--- src/rtl/clk_pkg.sv ---
// clk_pkg: shared state encodings, default timing constants and timer sizing for the PLL sequencer.
package clk_pkg;
    typedef enum logic [1:0] {
        RESET_PLL = 2'd0,
        WAIT_LOCK = 2'd1,
        HOLD      = 2'd2,
        RUN       = 2'd3
    } pll_state_t;
    localparam int RST_CYCLES_D   = 48;
    localparam int LOCK_STABLE_D  = 4800;
    localparam int LOCK_TIMEOUT_D = 480000;
    localparam int HOLD_CYCLES_D  = 256;
    localparam int LOSS_FILTER_D  = 3;
    localparam int CNT_W_D        = 8;
    function automatic int timer_w(input int a, input int b, input int c, input int d, input int e);
        int m;
        m = a;
        if (b > m) m = b;
        if (c > m) m = c;
        if (d > m) m = d;
        if (e > m) m = e;
        return $clog2(m + 1);
    endfunction
endpackage

--- src/rtl/sync2.sv ---
// sync2: generic two-flop synchronizer with synchronous clear to zero.
module sync2 #(
    parameter int W = 1
) (
    input  logic         clk,
    input  logic         rst,
    input  logic [W-1:0] d,
    output logic [W-1:0] q
);
    logic [W-1:0] s1;
    always_ff @(posedge clk) begin
        if (rst) begin
            s1 <= '0;
            q  <= '0;
        end else begin
            s1 <= d;
            q  <= s1;
        end
    end
endmodule

--- src/rtl/pll_rst_seq.sv ---
// pll_rst_seq: PLL reset/lock sequencer with lock supervision and saturating event counters.
module pll_rst_seq
    import clk_pkg::*;
#(
    parameter int RST_CYCLES   = RST_CYCLES_D,
    parameter int LOCK_STABLE  = LOCK_STABLE_D,
    parameter int LOCK_TIMEOUT = LOCK_TIMEOUT_D,
    parameter int HOLD_CYCLES  = HOLD_CYCLES_D,
    parameter int LOSS_FILTER  = LOSS_FILTER_D,
    parameter int CNT_W        = CNT_W_D
) (
    input  logic             clkin,
    input  logic             rst,
    input  logic             locked,
    input  logic             relock_req,
    input  logic             clr_stat,
    output logic             pll_rst,
    output logic             sys_rst,
    output logic             ready,
    output logic [1:0]       state,
    output logic [CNT_W-1:0] relock_cnt,
    output logic [CNT_W-1:0] timeout_cnt,
    output logic             lost
);
    localparam int TW = timer_w(RST_CYCLES, LOCK_STABLE, LOCK_TIMEOUT, HOLD_CYCLES, LOSS_FILTER);
    pll_state_t st, nxt;
    logic [TW-1:0] timer, streak;
    logic lock_s, loss, tmo;
    sync2 #(.W(1)) u_sync (.clk(clkin), .rst(rst), .d(locked), .q(lock_s));
    always_comb begin
        nxt  = st;
        loss = 1'b0;
        tmo  = 1'b0;
        case (st)
            RESET_PLL: nxt = (timer == TW'(RST_CYCLES - 1)) ? WAIT_LOCK : RESET_PLL;
            WAIT_LOCK:
                if (relock_req) nxt = RESET_PLL;
                else if (lock_s && streak == TW'(LOCK_STABLE - 1)) nxt = HOLD;
                else if (timer == TW'(LOCK_TIMEOUT - 1)) begin
                    nxt = RESET_PLL;
                    tmo = 1'b1;
                end
            HOLD:
                if (relock_req) nxt = RESET_PLL;
                else if (!lock_s) begin
                    nxt  = RESET_PLL;
                    loss = 1'b1;
                end else if (timer == TW'(HOLD_CYCLES - 1)) nxt = RUN;
            default:
                if (relock_req) nxt = RESET_PLL;
                else if (!lock_s && streak == TW'(LOSS_FILTER - 1)) begin
                    nxt  = RESET_PLL;
                    loss = 1'b1;
                end
        endcase
    end
    always_ff @(posedge clkin) begin
        if (rst) begin
            st          <= RESET_PLL;
            timer       <= '0;
            streak      <= '0;
            relock_cnt  <= '0;
            timeout_cnt <= '0;
            lost        <= 1'b0;
        end else begin
            st     <= nxt;
            timer  <= (nxt != st) ? '0 : timer + 1'b1;
            // streak counts lock highs while waiting, lock lows while running
            streak <= (nxt != st) ? '0 :
                      (st == WAIT_LOCK) ? (lock_s ? streak + 1'b1 : '0) :
                      (st == RUN) ? (lock_s ? '0 : streak + 1'b1) : '0;
            relock_cnt  <= clr_stat ? '0 : (loss && relock_cnt != '1) ? relock_cnt + 1'b1 : relock_cnt;
            timeout_cnt <= clr_stat ? '0 : (tmo && timeout_cnt != '1) ? timeout_cnt + 1'b1 : timeout_cnt;
            lost        <= clr_stat ? 1'b0 : (lost | loss);
        end
    end
    assign pll_rst = (st == RESET_PLL);
    assign sys_rst = (st != RUN);
    assign ready   = (st == RUN);
    assign state   = st;
endmodule

--- config.mk ---
export PLATFORM = sky130hd
export DESIGN_NAME = pll_rst_seq
export DESIGN_NICKNAME = d
export VERILOG_FILES = /design/src/rtl/clk_pkg.sv /design/src/rtl/sync2.sv /design/src/rtl/pll_rst_seq.sv
export SDC_FILE = /design/constraint.sdc
export NUM_CORES = 1
export LEC_CHECK = 0
export BUFFER_PORTS_ARGS = -buffer_cell sky130_fd_sc_hd__buf_2
export CORE_UTILIZATION = 40
export DETAILED_ROUTE_END_ITERATION = 10
export GPL_ROUTABILITY_DRIVEN = 1
export PLACE_DENSITY_LB_ADDON = 0.3
export SETUP_SLACK_MARGIN = 0.2
export SLEW_MARGIN = 20
export SYNTH_ARGS = -nofsm -noshare
export SYNTH_HDL_FRONTEND = slang
export SYNTH_HIERARCHICAL = 1
export SYNTH_SLANG_ARGS = --single-unit
--- constraint.sdc ---
create_clock -name clkin -period 7.05 [get_ports clkin]
set_clock_uncertainty 0.2 [all_clocks]
set_input_delay 0.3525 -clock clkin [delete_from_list [all_inputs] [get_ports clkin]]
set_output_delay 0.3525 -clock clkin [all_outputs]
set_load 0.02 [all_outputs]
==> reports/qor.yml <==
start_kind: "flip-flop"
finalSetupViolCount: 0
crit_type: "flip-flop to flip-flop"
design.core.area_um2: 6980
rr_worst_depth: 6
rsz0062_at_grt: "false"
vias: 2372
start_util_pct: 42.3
portBuffers: 26
final_area_um2: 3370
place.gp.congestion: 0.825
grt_use_total_pct: 17.0
post_cts_resized: 0
mostFrequentLayoutCell: "dfxtp_1"
grtUsageMet2_pct: 26.7
drc: 0
end_kind: "flip-flop"
netlist.top_cell.by_area: "dfxtp_1"
ys.flop_type: "dfxtp_1"
boundaryPins: 27
cts_buffers: 9
path_max_fanout: 19
cts_tree: "done"
synth_top_cell_area_share_pct: 40.0
antennaDiodeCount: 0
cp_data_arrival_time_ns: 2.74
grt_max_degree: 20
wl_mm: 5.76
status: "finished, final reports clean"
layout-drive-gt1-share_pct: 19.0
cp.required_ns: 7.08
nNetsFinal: 373
grt_use_met1_pct: 21.2
globalRouteMet3Util_pct: 6.50
powerDensity_nw_per_um2: 207
mostFrequentLayoutCells: "59 x dfxtp_1, 42 x nor2_1, 35 x xnor2_1"
rows: 30
die_h_um: 88.0
timing.hold.ws_ns: 0.0259
synth-async-reset-ratio_pct: 0
drtIter0Drc: 89
min_path_type: "input pin to flip-flop"
syn_inst: 334
total_power_uw: 697
cts_sinks: 59
slew_viol_final: 0
final_hold_viol_count: 0
antenna_found_initial: 0
synth_edf_count: 0
detailed_place_hpwl_mm: 4.05
cts_root_buf: "clkbuf_8"
post-cts-setup-buffer-count: 0
viasPerCell: 5.11
tns_ns: 0
ant_nets: 0
synthesis.area_um2: 2960
cts.hold.buffers_added: 0
clk_pin_slew_ns: 0.06
grt_overflow: 0
hold_path_depth: 2
dieArea_um2: 7740
ys_types: 46
fin_crit_sh_pct: 38.5
busiest_layer: "met2"
netlist_top_cells_area: "dfxtp_1 40%, xnor2_1 10%, nor2_1 5.3%"
finalCoreUtilization_pct: 48.3
synth_fp_nets: 344
rrSetupSlack_ns: 4.34
insertion_delay_ns: 0.34
area_growth_pct: 14.0
period_needed_ns: 2.71
slew_headroom_pct: 54.3
worst_pin_slew_ns: 0.682
first_pass_iters: 5
syn_avg_cell_area_um2: 8.85
clk_path_buf_depth: 2
maxCapViolCount: 0
yosysSeqAreaShare_pct: 40.0
grt_pass1_wl_mm: 9.94
yosys_warnings: 6
p_leak_nw: 1.17
max_freq_ghz: 0.369
die_w_um: 88.0
dpl_cell_area_um2: 3140
h-tree-depth: 3
ir_worst_vdd_mv: 0.158
ys_ff_latch: 59
avgRoutedWirePerCell_um: 12.4
grt_pass1_vias: 2208
## path summary, 6_finish.rpt
check                  from    endpoint
hold / removal       locked   u_sync/s1
hold reg to reg   u_sync/s1    u_sync/q
setup reg to reg  timer[13]  streak[15]
setup / recovery  timer[13]  streak[15]
## critical path, stage by stage (launching register included)
cell	delay (ns)
dfxtp_1	0.33
or4_1	0.53
nor4_1	0.36
nand2_1	0.14
nor4b_4	0.18
o211ai_4	0.60
and2b_1	0.26
## area by class of cell
class | instances | area [µm²]
clock buffers | 11 | 151
clock inverters | 5 | 75.1
fillers | 693 | 3610
inverters | 7 | 26.3
multi-input cells | 260 | 1690
flip-flops and latches | 59 | 1180
well taps | 96 | 120
repair buffers | 26 | 130
## cell usage after synthesis, types with 3 or more instances
| master | count |
|---|---|
| nor2_1 | 42 |
| inv_1 | 7 |
| a21oi_1 | 9 |
| nand4_1 | 8 |
| nand3_1 | 22 |
| xnor2_1 | 35 |
| a21oi_2 | 10 |
| clkbuf_1 | 4 |
| dfxtp_1 | 59 |
| nand2_1 | 26 |
| nand2b_1 | 4 |
| o21ai_0 | 4 |
| and3_1 | 15 |
| ha_1 | 5 |
| nor3_1 | 13 |
| xor2_1 | 11 |
| a21boi_0 | 3 |
| nor4_1 | 10 |
| nor2_2 | 10 |
## power by group
| part | switching [mW] | internal [mW] |
|---|---|---|
| clock | 0.132 | 0.216 |
| sequential | 0.00178 | 0.335 |
| combinational | 0.00806 | 0.00425 |
| total | 0.141 | 0.556 |
## stage by stage
| step | instances | setup WS, ns |
|---|---|---|
| final | 464 | 4.34 |
| after global routing | 464 | 4.16 |
| after CTS | 464 | 4.32 |
| after detailed placement | 448 | 4.36 |
| after global placement | 448 | 4.36 |
| after floorplan | 334 | 4.56 |
## state kept, by name, indices dropped and copies added (netlist names)
register and count:
lost 1, u_sync/s1 1, u_sync/q 1, state 2, timeout_cnt 8, timer 19, streak 19, relock_cnt 8
## metal layers
layer  up-vias  routed length [µm]
li1       1226                   -
met1      1102                2880
met2        38                2540
met3         6                 255
met4         0                  78
met5         -                   0
## kinds of logic after synthesis
family                   synth area share, %
AO/OA/AOI/OAI                           10.2
XOR/XNOR                                13.6
adder cells (fa/ha/maj)                 2.12
buffers and inverters                   3.01
flip-flops                              40.0
AND/OR/NAND/NOR                         31.1
Power figures use the tool's default switching activity.
